<file path="config.mk">
export PLATFORM = sky130hd
export DESIGN_NAME = ps2_quadrant_driver
export DESIGN_NICKNAME = d
export VERILOG_FILES = /design/src/rtl/ps2_pkg.sv /design/src/rtl/ps2_rx.sv /design/src/rtl/ps2_quadrant_driver.sv
export SDC_FILE = /design/constraint.sdc
export NUM_CORES = 1
export LEC_CHECK = 0
export CAP_MARGIN = 30
export CORE_MARGIN = 2
export CORE_UTILIZATION = 40
export CTS_CLUSTER_SIZE = 24
export DETAILED_ROUTE_END_ITERATION = 7
export PLACE_DENSITY_LB_ADDON = 0.15
export SLEW_MARGIN = 20
export SYNTH_ARGS = -nofsm -noshare
export SYNTH_HDL_FRONTEND = slang
export SYNTH_SLANG_ARGS = --single-unit
</file>
<file path="constraint.sdc">
create_clock -name clk -period 1.7 [get_ports clk]
set_input_delay 0.34 -clock clk [delete_from_list [all_inputs] [get_ports clk]]
set_output_delay 0.34 -clock clk [all_outputs]
set_load 0.02 [all_outputs]
</file>
<file path="src/rtl/ps2_pkg.sv">
// PS/2 scan-code constants and quadrant-index types for the quadrant selector.
// Pure definitions; no logic, no latency.
package ps2_pkg;

   typedef logic [3:0] quad_idx_t;

   typedef struct packed {
      logic      hit;
      quad_idx_t idx;
   } sel_t;

   localparam logic [7:0] SC_BREAK = 8'hF0;
   localparam logic [7:0] SC_EXT   = 8'hE0;
   localparam logic [7:0] SC_ENTER = 8'h5A;
   localparam logic [7:0] SC_BKSP  = 8'h66;
   localparam logic [7:0] SC_ESC   = 8'h76;

   // Entry i is the make code that selects quadrant i ('1'..'9', '0', 'A'..'F').
   localparam logic [15:0][7:0] SC_SEL = {
      8'h2B, 8'h24, 8'h23, 8'h21, 8'h32, 8'h1C, 8'h45, 8'h46,
      8'h3E, 8'h3D, 8'h36, 8'h2E, 8'h25, 8'h26, 8'h1E, 8'h16
   };

   function automatic sel_t sel_lookup(input logic [7:0] code);
      sel_t r;
      r = '0;
      for (int i = 0; i < 16; i++) begin
         if (code == SC_SEL[i]) begin
            r.hit = 1'b1;
            r.idx = quad_idx_t'(i);
         end
      end
      return r;
   endfunction

endpackage

</file>
<file path="src/rtl/ps2_rx.sv">
// PS/2 receiver: 2-FF sync, falling-edge detect, 11-bit frame check, idle timeout.
// byte_vld pulses one cycle after the synchronized stop-bit edge; PS2_PARITY_CHECK_EN enables odd-parity rejection.
module ps2_rx #(
   parameter int TIMEOUT_CYCLES = 50000
) (
   input  logic       clk,
   input  logic       rst_n,
   input  logic       ps2_clk,
   input  logic       ps2_data,
   output logic [7:0] byte_dat,
   output logic       byte_vld
);

   localparam int TW = $clog2(TIMEOUT_CYCLES + 1);

   logic          clk_s1_q, clk_s2_q, clk_s3_q;
   logic          dat_s1_q, dat_s2_q;
   logic [3:0]    cnt_q, cnt_d;
   logic [9:0]    shift_q, shift_d;
   logic [TW-1:0] idle_q, idle_d;
   logic          vld_q, vld_d;
   logic [7:0]    byte_q, byte_d;
   logic          fall;
   logic          parity_ok;

   always_ff @(posedge clk or negedge rst_n) begin
      if (!rst_n) begin
         clk_s1_q <= 1'b1;
         clk_s2_q <= 1'b1;
         clk_s3_q <= 1'b1;
         dat_s1_q <= 1'b1;
         dat_s2_q <= 1'b1;
      end else begin
         clk_s1_q <= ps2_clk;
         clk_s2_q <= clk_s1_q;
         clk_s3_q <= clk_s2_q;
         dat_s1_q <= ps2_data;
         dat_s2_q <= dat_s1_q;
      end
   end

   assign fall = clk_s3_q & ~clk_s2_q;

`ifdef PS2_PARITY_CHECK_EN
   assign parity_ok = ^shift_q[9:1];
`else
   logic parity_unused;
   assign parity_unused = shift_q[9];
   assign parity_ok     = 1'b1;
`endif

   // shift_q collects start, data and parity; the stop bit is judged live on the 11th edge.
   always_comb begin
      cnt_d   = cnt_q;
      shift_d = shift_q;
      idle_d  = idle_q;
      vld_d   = 1'b0;
      byte_d  = byte_q;
      if (fall) begin
         idle_d = '0;
         if (cnt_q == 4'd10) begin
            cnt_d  = 4'd0;
            vld_d  = ~shift_q[0] & dat_s2_q & parity_ok;
            byte_d = shift_q[8:1];
         end else begin
            shift_d = {dat_s2_q, shift_q[9:1]};
            cnt_d   = cnt_q + 4'd1;
         end
      end else if (cnt_q != 4'd0) begin
         if (idle_q == TW'(TIMEOUT_CYCLES - 1)) begin
            cnt_d  = 4'd0;
            idle_d = '0;
         end else begin
            idle_d = idle_q + 1'b1;
         end
      end
   end

   always_ff @(posedge clk or negedge rst_n) begin
      if (!rst_n) begin
         cnt_q   <= 4'd0;
         shift_q <= '0;
         idle_q  <= '0;
         vld_q   <= 1'b0;
         byte_q  <= 8'h00;
      end else begin
         cnt_q   <= cnt_d;
         shift_q <= shift_d;
         idle_q  <= idle_d;
         vld_q   <= vld_d;
         byte_q  <= byte_d;
      end
   end

   assign byte_dat = byte_q;
   assign byte_vld = vld_q;

endmodule

</file>
<file path="src/rtl/ps2_quadrant_driver.sv">
// Keyboard-driven 16-quadrant selector: decodes PS/2 bytes into select/confirm/clear actions.
// Outputs update one cycle after ps2_rx byte_vld; parity rejection follows PS2_PARITY_CHECK_EN.
module ps2_quadrant_driver
   import ps2_pkg::*;
#(
   parameter int TIMEOUT_CYCLES = 50000
) (
   input  logic        clk,
   input  logic        rst_n,
   input  logic        ps2_clk,
   input  logic        ps2_data,
   output logic [15:0] Quadrant_confirm,
   output logic [15:0] Quadrant_led,
   output logic [7:0]  Quadrant_value
);

   logic [7:0]  byte_dat;
   logic        byte_vld;
   logic        skip_q, skip_d;
   logic [15:0] led_q, led_d;
   logic [15:0] conf_q, conf_d;
   quad_idx_t   val_q, val_d;
   sel_t        sel;
   logic        have_sel;

   ps2_rx #(
      .TIMEOUT_CYCLES (TIMEOUT_CYCLES)
   ) u_rx (
      .clk      (clk),
      .rst_n    (rst_n),
      .ps2_clk  (ps2_clk),
      .ps2_data (ps2_data),
      .byte_dat (byte_dat),
      .byte_vld (byte_vld)
   );

   assign sel      = sel_lookup(byte_dat);
   assign have_sel = |led_q;

   always_comb begin
      skip_d = skip_q;
      led_d  = led_q;
      conf_d = conf_q;
      val_d  = val_q;
      if (byte_vld) begin
         if (skip_q) begin
            skip_d = 1'b0;
         end else if (byte_dat == SC_BREAK) begin
            skip_d = 1'b1;
         end else if (sel.hit) begin
            val_d = sel.idx;
            led_d = 16'd1 << sel.idx;
         end else if (byte_dat == SC_ENTER) begin
            if (have_sel) conf_d[val_q] = 1'b1;
         end else if (byte_dat == SC_BKSP) begin
            if (have_sel) conf_d[val_q] = 1'b0;
         end else if (byte_dat == SC_ESC) begin
            led_d  = 16'h0000;
            val_d  = '0;
            conf_d = 16'h0000;
         end
         // SC_EXT and unmapped bytes fall through with no effect.
      end
   end

   always_ff @(posedge clk or negedge rst_n) begin
      if (!rst_n) begin
         skip_q <= 1'b0;
         led_q  <= 16'h0000;
         conf_q <= 16'h0000;
         val_q  <= '0;
      end else begin
         skip_q <= skip_d;
         led_q  <= led_d;
         conf_q <= conf_d;
         val_q  <= val_d;
      end
   end

   assign Quadrant_confirm = conf_q;
   assign Quadrant_led     = led_q;
   assign Quadrant_value   = {4'b0000, val_q};

endmodule

</file>
After elaboration in Yosys (flattened, before gate mapping)
Cells that the tools add are included.

word-level totals
  flip-flop bits (word level) = 81
  bits of input ports = 4
  output and inout bits = 40
  logic and storage cells = 109

operators by class
  add/subtract/negate cells = 2
  magnitude comparators = 2
  equal/unequal tests = 26
  shift-type cells = 1
  multiplexer cells = 41
  bitwise logic cells = 11
  reductions and logical operators = 12

operator list
  kind                   number
  $mux 16                11
  $eq 8x6->1 const B     11
  $mux 5                 16
  $eq 8x7->1 const B     5
  $mux 4                 8
  $eq 8x5->1 const B     3
  $add 16x1->16 const B  1
  $and 16x16->16         1
  $eq 16x16->1 const B   1
  $not 16->16            1
  $or 16x16->16          1
  $reduce_or 16->1       1
  $shl 1x4->16 const A   1
  $eq 8x8->1 const B     1
  $ne 2x2->1 const B     4
  $reduce_and 7->1       1
  $not 1->1              6
  $reduce_and 2->1       3
  $reduce_and 6->1       1
  $reduce_bool 2->1      3
  $lt 4x5->1 const B     1
  $mux 1                 5
  $add 4x1->4 const B    1
  $demux 1 s4            1
  other kinds (6)        7

Logic depth before layout (Yosys ltp)
  word-level depth = 19
  gate-level depth with buffers = 8
  gate-level depth less buffers = 8

Cells and area by module
Synthesis repeated with hierarchy kept, for this count alone.

second synthesis, totals
  cells, all modules = 391
  area, all modules = 4,098.9 um^2

modules (own cells, without submodules)
  module               times used  cells an instance  area an instance (um^2)  sequential area each (um^2)
  ps2_quadrant_driver  1           226                2,117.0                  925.9
  ps2_rx               1           165                1,981.9                  1,107.3

Least setup slack after synthesis
Ideal clock, no wire load.

  path kind = register to register
  start point = reg u_rx.byte_q[7] (netlist: u_rx.byte_dat[7])
  end point = reg conf_q[11] (netlist: Quadrant_confirm[11])
  setup time = 136 ps
  arrival = 1,756 ps
  required time = 1,564 ps
  setup slack = -192 ps
  cell stages (with the launch flop) = 9
  path buffers = 2
  period minus slack after synthesis = 1,892 ps
  path through = dfrtp_1 -> nand4bb_4 -> or3_1 -> buf_6 -> nor2b_4 -> o221ai_2 -> buf_6 -> o21ai_1 -> o31ai_1

between the ends
  longest elaborated chain between the ends = 19
  elaborated cells on any way between the ends = 44
  classes of those cells = 22 x eq/ne; 18 x mux; 2 x bitwise; 2 x reduce/logical

RTL lines
  item                               line                       RTL
  start, declared                    ps2_rx.sv:22               logic [7:0] byte_q, byte_d;
  start signal, assigned             ps2_rx.sv:91               byte_q <= byte_d;
  $eq 8x5->1                         ps2_pkg.sv:28              if (code == SC_SEL[i]) begin
  $mux 5 (16 in a row)               ps2_pkg.sv:28
  $not 1->1 (no source line)         n/a
  $reduce_and 7->1 (no source line)  n/a
  end signal, assigned               ps2_quadrant_driver.sv:75  conf_q <= conf_d;
  end, declared                      ps2_quadrant_driver.sv:21  logic [15:0] conf_q, conf_d;

Parallel ways exist; a longest one is shown, timed or not.
A chain may end at the register's enable or synchronous reset.

Worst setup path after layout
  start point = reg u_rx.byte_q[6] (netlist: u_rx.byte_dat[6])
  end point = reg led_q[4] (netlist: Quadrant_led[4])

between the ends
  longest elaborated chain between the ends = 19
  elaborated cells on any way between the ends = 43
  classes of those cells = 22 x eq/ne; 1 x shift; 17 x mux; 1 x bitwise; 2 x reduce/logical

RTL lines
  item                                                                     line                       RTL
  $eq 8x5->1                                                               ps2_pkg.sv:28
  $mux 5 (16 in a row)                                                     ps2_pkg.sv:28
  $ne 2x2->1 (no source line) / $reduce_bool 2->1 (equally long branches)  n/a
  $reduce_and 6->1 (no source line)                                        n/a
  end signal, assigned                                                     ps2_quadrant_driver.sv:74  led_q <= led_d;
  end, declared                                                            ps2_quadrant_driver.sv:20  logic [15:0] led_q, led_d;

Parallel ways exist; a longest one is shown, timed or not.

==> flow_metrics.env <==
export IMPL_setup_slack_ps=-297.2
export IMPL_syn_area_um2=4060
export IMPL_nNetsFinal=536
export IMPL_synth_area_top_cells="dfrtp_1 (47%), mux2_2 (4.4%), o21ai_0 (3.3%)"
export IMPL_synth_common_cells="dfrtp_1 (76), nand2_1 (31), o21ai_0 (27), nor2_1 (26), mux2_2 (16)"
export IMPL_fin_worst_skew_ps=14.93
export IMPL_ir_worst_vdd_uv=746.4
export IMPL_end_kind="flop"
export IMPL_wl_per_cell_um=14.92
export IMPL_leakage_nw=2.899
export IMPL_core_area_um2=9819
export IMPL_synth_main_ff_cell="dfrtp_1"
export IMPL_tightest_slew_ps=523.5
export IMPL_htree_levels=3
export IMPL_hold_depth=0
export IMPL_fin_crit_sh=1.175
export IMPL_synth_async_reset_ratio=1.000
export IMPL_ys_types=60
export IMPL_num_rows=36
export IMPL_final_cells=666
export IMPL_crit_family="compound AO/OA/AOI/OAI gates"
export IMPL_cts_made_buffers=9
export IMPL_cpMaxStageDelayCell="dfrtp_2"
export IMPL_drv_cap=0
export IMPL_clock_path_buffers=2
export IMPL_outcome="finished with violations"
export IMPL_dp_cells=627
export IMPL_hp_class="flop to flop"
export IMPL_drv_slew=0
export IMPL_synth_seq_cells=81
export IMPL_rrSetupSlack_ps=-300
export IMPL_grt_overflow=0
export IMPL_hpwlAfterDp_um=6761
export IMPL_start_util=0.4135
export IMPL_die_w_um=104.8
export IMPL_syn_inst=387
export IMPL_cts_sinks=81
export IMPL_synth_most_common_cell="dfrtp_1"
export IMPL_r2r_start="u_rx.byte_dat[6]"
export IMPL_synth_edff_count=0
export IMPL_wl_um=9937
export IMPL_first_global_vias=3393
export IMPL_viasPerCell=5.170
export IMPL_max_stage_delay_ps=470
export IMPL_fmax_mhz=500.7
export IMPL_clockRootBuffer="clkbuf_8"
export IMPL_period_minus_slack_ps=1997
export IMPL_synth_top_cell_by_area="dfrtp_1"
export IMPL_crit_top_cell="buf_4"
export IMPL_gp_congestion=0.8477
export IMPL_netlist_area_leader_share=0.4684
export IMPL_clk_pin_slew_ps=90
export IMPL_min_to="u_rx.clk_s2_q"
export IMPL_drc=0
export IMPL_arrival_ps=2250
export IMPL_cts_tree="done"
export IMPL_power_per_cell_area_nw_per_um2=905.6
export IMPL_die_area_um2=10970
export IMPL_power_total_mw=5.457
export IMPL_slew_headroom=0.6503
export IMPL_grt_pass1_wl_um=16190
export IMPL_clkLatencyLatePin_ps=360
export IMPL_cp_required_ps=1950
export IMPL_num_antenna_cells=0
export IMPL_die_height_um=104.8
export IMPL_fillers=822
export IMPL_rr_worst_depth=9
export IMPL_worstReg2RegEnd="Quadrant_led[4]"
export IMPL_drive_above_1_share=0.4221
export IMPL_portBuffers=39
export IMPL_worstSetupStartpointType="flop"
export IMPL_ys_warn_count=0
export IMPL_drtIter0Drc=115
export IMPL_syn_avg_cell_area_um2=10.49
export IMPL_crit_type="flop to flop"
export IMPL_grt_usage=0.1824
export IMPL_dr_pass1_iters=4
export IMPL_grt_start_max_net_pins=46
export IMPL_rsz0062_at_grt="true"
export IMPL_crit_chain="buf_4, nor2_4, buf_4, o2111ai_1, a32oi_2, buf_4, nor2b_2, buf_4, a32o_1"
export IMPL_hold_start="u_rx.clk_s1_q"
export IMPL_antenna_found_initial=0
export IMPL_violations="negative setup slack"
export IMPL_area_growth_pct=48.41
export IMPL_vias=3443
export IMPL_path_buf_inv=4
export IMPL_hold_viol=0
export IMPL_postRouteAntennaNets=0
export IMPL_critPathMaxFanout=5
export IMPL_seq_area_frac_synth=0.5008
export IMPL_ios=44
export IMPL_setup_viol=36
## metal layers
layer / routed length (um) / up-vias / global-route usage / part of all wire
met2: 5011 / 56 / 0.3084 / 0.50
li1: - / 1700 / - / -
met4: 148 / 0 / 0.06952 / 0.015
met3: 289 / 12 / 0.02682 / 0.029
met5: 0 / - / 0 / 0
met1: 4486 / 1675 / 0.2362 / 0.45
## power by group
| group | leakage (nW) | switching (mW) | internal [mW] | total [mW] |
|---|---|---|---|---|
| combinational | 1.71 | 0.646 | 0.772 | 1.42 |
| clock | 0.113 | 0.738 | 0.873 | 1.61 |
| sequential | 1.07 | 0.254 | 2.17 | 2.43 |
## worst max-delay path by stage
stage          cells past startpoint                    to             start
4_1_cts                            9  Quadrant_confirm[12]  u_rx.byte_dat[0]
6_report                           9       Quadrant_led[4]  u_rx.byte_dat[6]
3_5_place_dp                       7   Quadrant_confirm[9]   Quadrant_led[9]
3_3_place_gp                       7   Quadrant_confirm[6]   Quadrant_led[9]
2_1_floorplan                      8  Quadrant_confirm[11]  u_rx.byte_dat[7]
5_1_grt                            9       Quadrant_led[4]  u_rx.byte_dat[6]
## placed cells by master (no fill, tap or decap), types with 3 or more instances in the layout
cell type,count
a21oi_1,11
a22o_1,3
a31oi_1,7
and3_1,3
buf_4,92
buf_6,13
clkbuf_8,10
clkdlybuf4s50_1,10
conb_1,4
dfrtp_1,69
dfrtp_2,7
dfstp_2,5
dlygate4sd2_1,17
dlymetal6s2s_1,11
ha_1,4
inv_1,8
mux2_2,16
mux2i_1,3
nand2_1,24
nand2_2,6
nand2b_1,6
nand2b_4,5
nand3_1,6
nand4_1,7
nor2_1,25
nor2b_1,10
nor4_1,3
o21ai_0,14
o21ai_1,19
o21ai_2,9
o2bb2ai_2,10
o31ai_2,4
o31ai_4,3
or2_4,3
xnor2_1,5
xor2_1,8
## logic make-up (layout without fill, tap and decap cells)
family,Yosys count,in the layout,share of synthesized area
other,1,4,0.0009236
adder cells (fa/ha/maj),4,4,0.01233
XOR/XNOR,14,14,0.03020
AND/OR/NAND/NOR,136,136,0.1941
buffers and inverters,27,170,0.03852
multiplexers,20,20,0.05424
flip-flops,81,81,0.5008
AO/OA/AOI/OAI,104,104,0.1689
## sequential cells by signal, indices dropped and copies added (netlist names), 4 cells and up
signal / count
u_rx.cnt_q: 4
Quadrant_led: 16
Quadrant_confirm: 16
u_rx.shift_q: 10
u_rx.idle_q: 16
val_q: 4
u_rx.byte_dat: 8
## metrics by stage
step                setup TNS (ps)    util  instance area (um2)  worst slack [ps]  hold WS (ps)
floorplan                    -4190       -                 4075            -185.0         44.41
global placement            -10480  0.5252                 5157            -350.3         217.1
detailed placement          -11890  0.5252                 5157            -369.5         224.9
CTS                          -5798  0.5731                 5628            -196.5         362.0
global route                -10650  0.6137                 6026            -341.3         364.4
finish                       -7208  0.6137                 6026            -297.2         359.5
## final cells by class
| class | instances | area, um2 | area share |
|---|---|---|---|
| multi-input cells | 282 | 2286 | 0.3794 |
| flip-flops and latches | 81 | 2042 | 0.3389 |
| repair buffers | 146 | 1274 | 0.2114 |
| well taps | 133 | 166.4 | 0.02762 |
| clock buffers | 10 | 137.6 | 0.02284 |
| clock inverters | 6 | 90.09 | 0.01495 |
| inverters | 8 | 30.03 | 0.004983 |
## what timing repair did
action	4_1_cts	5_1_grt
setup endpoints to repair	62	61
hold buffers	1	0
hold endpoints to repair	15	0
pin swaps	14	26
gates resized for setup	66	71
buffers inserted	11	17
(Power assumes the default switching activity.)
==> RTL edit 1, RTL diff (same settings) <==
Take the reset off `byte_q` and load it in a clocked block of its own.
--- a/src/rtl/ps2_rx.sv
+++ b/src/rtl/ps2_rx.sv
@@ -82,14 +82,16 @@
          shift_q <= '0;
          idle_q  <= '0;
          vld_q   <= 1'b0;
-         byte_q  <= 8'h00;
       end else begin
          cnt_q   <= cnt_d;
          shift_q <= shift_d;
          idle_q  <= idle_d;
          vld_q   <= vld_d;
-         byte_q  <= byte_d;
       end
+   end
+
+   always_ff @(posedge clk) begin
+      byte_q <= byte_d;
    end
 
    assign byte_dat = byte_q;
Check against the original RTL: no difference found for any inputs over 10 cycles, from zero or initial values and one cycle with rst_n low; that may be too few to reach the edited logic, so the function may still have changed.
==> RTL edit 1 against the original RTL <==
  * The flow still finishes with violations (setup timing)
  * Sequential cell count stayed put
  * Setup slack worse by 230 ps
  * Highest routed layer unchanged
  * Total power is 15% lower
  * Final area is 5.6% higher
  * Largest power group unchanged
  * Utilization is 1.4 points higher
  * Critical path type unchanged
  * Die area is 1.2% higher
  * Synthesized area is 1.3% higher
  * Routed wire length is 16% higher
==> RTL edit 1: results <==
set metrics [dict create \
    avgViaCountPerCell 5.23 \
    violations "setup timing" \
    reg2reg_depth 8 \
    track_usage 0.208 \
    arrival_ps 2490 \
    preCtsSetupSlack_ps -608 \
    p_leak_nw 3.05 \
    ys_types 68 \
    synth-compound-area-share 0.159 \
    drt_iter0_markers 191 \
    synth-xor-area-share 0.0234 \
    grt_pass1_vias 3580 \
    yosys.area_share.adder 0.0122 \
    setup_viol 48 \
    avgSynthCellArea_um2 9.91 \
    antenna_found_initial 1 \
    dp_cells 666 \
    synthTopCellsByCount "dfrtp_1 (68), nand2_1 (60), nor2_1 (36), o21ai_0 (35), nand2b_1 (14)" \
    synthArstFlopShare 0.901 \
    globalplace.congestion 0.864 \
    synthTopCellsByArea "dfrtp_1 (41%), edfxtp_1 (5.8%), nand2_1 (5.5%)" \
    grt_pass1_wl_mm 18.2 \
    internal_power_mw 3.39 \
    grt_max_degree 38 \
    final.setup.worst_slack_ps -526 \
    status "finished with violations" \
]
RTL edit 1: power groups by stage:
stage	Clock [mW]	Sequential [mW]	Combinational, mW
after floorplan	0	2.26	0.398
after global placement	0	2.27	0.652
after detailed placement	0	2.27	0.671
after CTS	1.62	2.23	0.780
after global routing	1.70	2.26	0.944
final	1.59	2.23	0.838
RTL edit 1: worst paths after layout:
path	start	to	slack, ps
worst max-delay path	u_rx.byte_dat[6]	Quadrant_led[4]	-530
worst min-delay path	u_rx.dat_s1_q	u_rx.dat_s2_q	360
worst max register to register	u_rx.byte_dat[6]	Quadrant_led[4]	-530
worst min register to register	u_rx.dat_s1_q	u_rx.dat_s2_q	360
max in group asynchronous	rst_n	u_rx.shift_q[7]	750
min in group asynchronous	rst_n	u_rx.idle_q[13]	400
RTL edit 1: layout make-up:
class | instances | area share
multi-input cells | 308 | 0.383
flip-flops and latches | 81 | 0.326
clock buffers | 12 | 0.0228
clock inverters | 4 | 0.0120
repair buffers | 158 | 0.227
diodes | 1 | 0.000393
well taps | 136 | 0.0267
inverters | 4 | 0.00236
RTL edit 1: critical path, stage by stage, from the launching register on:
cell       delay (ps)
edfxtp_1          400
or4b_4            580
buf_4             160
nor2_4            110
a211oi_2           60
o211ai_1          280
o21bai_4          150
clkbuf_16         170
a22o_1            220
RTL edit 1: layer usage:
metal  part of all wire  global-route usage
met5                  0                   0
met4              0.024              0.0819
met3              0.032              0.0538
met2               0.50               0.328
met1               0.45               0.273
RTL edit 1: timing repair:
item / in CTS / in global routing
hold buffers: 1 / 0
endpoints found under the hold margin: 15 / 0
setup buffers: 11 / 8
setup endpoints to repair: 73 / 60
cloned: 1 / 2
resized for setup: 71 / 78
pin swaps: 19 / 37
==> RTL edit 2, RTL diff (same settings) <==
Made on the original files. `TIMEOUT_CYCLES` is set to 50000 in 2 places; all go to 100000.
--- a/src/rtl/ps2_rx.sv
+++ b/src/rtl/ps2_rx.sv
@@ -1,7 +1,7 @@
 // PS/2 receiver: 2-FF sync, falling-edge detect, 11-bit frame check, idle timeout.
 // byte_vld pulses one cycle after the synchronized stop-bit edge; PS2_PARITY_CHECK_EN enables odd-parity rejection.
 module ps2_rx #(
-   parameter int TIMEOUT_CYCLES = 50000
+   parameter int TIMEOUT_CYCLES = 100000
 ) (
    input  logic       clk,
    input  logic       rst_n,
--- a/src/rtl/ps2_quadrant_driver.sv
+++ b/src/rtl/ps2_quadrant_driver.sv
@@ -3,7 +3,7 @@
 module ps2_quadrant_driver
    import ps2_pkg::*;
 #(
-   parameter int TIMEOUT_CYCLES = 50000
+   parameter int TIMEOUT_CYCLES = 100000
 ) (
    input  logic        clk,
    input  logic        rst_n,
Function: no difference found for any inputs over 10 cycles, from zero or initial values and one cycle with rst_n low; that may be too few to reach the edited logic, so the function may still have changed.
==> RTL edit 2 against the original RTL <==
  * The run still ends with setup timing left
  * Synthesized area increased by 4.7%
  * Clock power decreased by 4%
  * Total power increased by 5.3%
  * Final cell count increased by 5.3%
  * Count of clock-buffer cells in the layout increased by 1
  * Via count increased by 9.5%
  * Sequential cell count increased by 1
  * Routed wire length increased by 11%
  * Setup slack got worse by 59 ps
  * Final area increased by 3.3%
  * Highest routed layer unchanged
==> RTL edit 2: results <==
set metrics [dict create \
    grt_pass1_wl_mm 17.8 \
    synth-xor-area-share 0.0144 \
    status "finished with violations" \
    cpPeakStageDelay_ps 400 \
    reg2reg_depth 8 \
    drive_gt1_frac 0.411 \
    final.setup.worst_slack_ps -356 \
    dp_cells 658 \
    track_usage 0.194 \
    crit_path_max_fanout 7 \
    preCtsSetupSlack_ps -390 \
    globalplace.congestion 0.910 \
    avgViaCountPerCell 5.38 \
    yosys.area_share.adder 0.0118 \
    critical_path.endpoint "val_q[0]" \
    grt_pass1_vias 3725 \
    dpl.hpwl_mm 7.47 \
    timing.hold.ws_ps 360 \
    setup_viol 62 \
    fillers 872 \
    violations "setup timing" \
    post-cts-setup-buffer-count 7 \
    wire_per_inst_um 15.7 \
    fin_util 0.603 \
    finClkSkew_ps 13.4 \
    grt_max_degree 36 \
    post_cts_resized 67 \
    synth_mux_area_frac 0.0450 \
    ys_types 61 \
    synthTopCellsByArea "dfrtp_1 (45%), mux2_2 (4.5%), nand2_1 (4.2%)" \
    synthTopCellsByCount "dfrtp_1 (77), nand2_1 (48), o21ai_0 (27), nor2_1 (21)" \
    arrival_ps 2300 \
    p_leak_nw 3.04 \
    r2r_start "u_rx.byte_dat[2]" \
    synth-compound-area-share 0.187 \
]
==> RTL edit 2: cell types whose count changed after synthesis, sizes merged, moves of 5 or more <==
cell	unedited run	this run
o31ai	9	4
nand2	31	48
nand4	7	12
a21o	0	17
o32ai	0	16
nor2	26	21
a22o	3	10
a21oi	14	8
nand3	8	15
o21ai	43	29
a31oi	7	1
==> RTL edit 2: area by class of cell <==
cell class / count / area share
Clock buffer: 11 / 0.0211
Clock inverter: 5 / 0.0129
Inverter: 7 / 0.00422
Multi-Input combinational cell: 308 / 0.379
Sequential cell: 82 / 0.332
Tap cell: 136 / 0.0273
Timing Repair Buffer: 152 / 0.223
==> RTL edit 2: power by group <==
part           total [mW]  switching [mW]  internal (mW)
registers            2.42           0.225           2.19
logic                1.78           0.800          0.975
clock network        1.55           0.725          0.827
total                5.74            1.75           3.99
==> RTL edit 2: layer usage <==
metal,up-vias,GRT usage,wire length [µm]
li1,1819,-,-
met1,1865,0.271,5270
met2,72,0.301,5200
met3,14,0.0334,382
met4,0,0.0751,168
met5,-,0,0
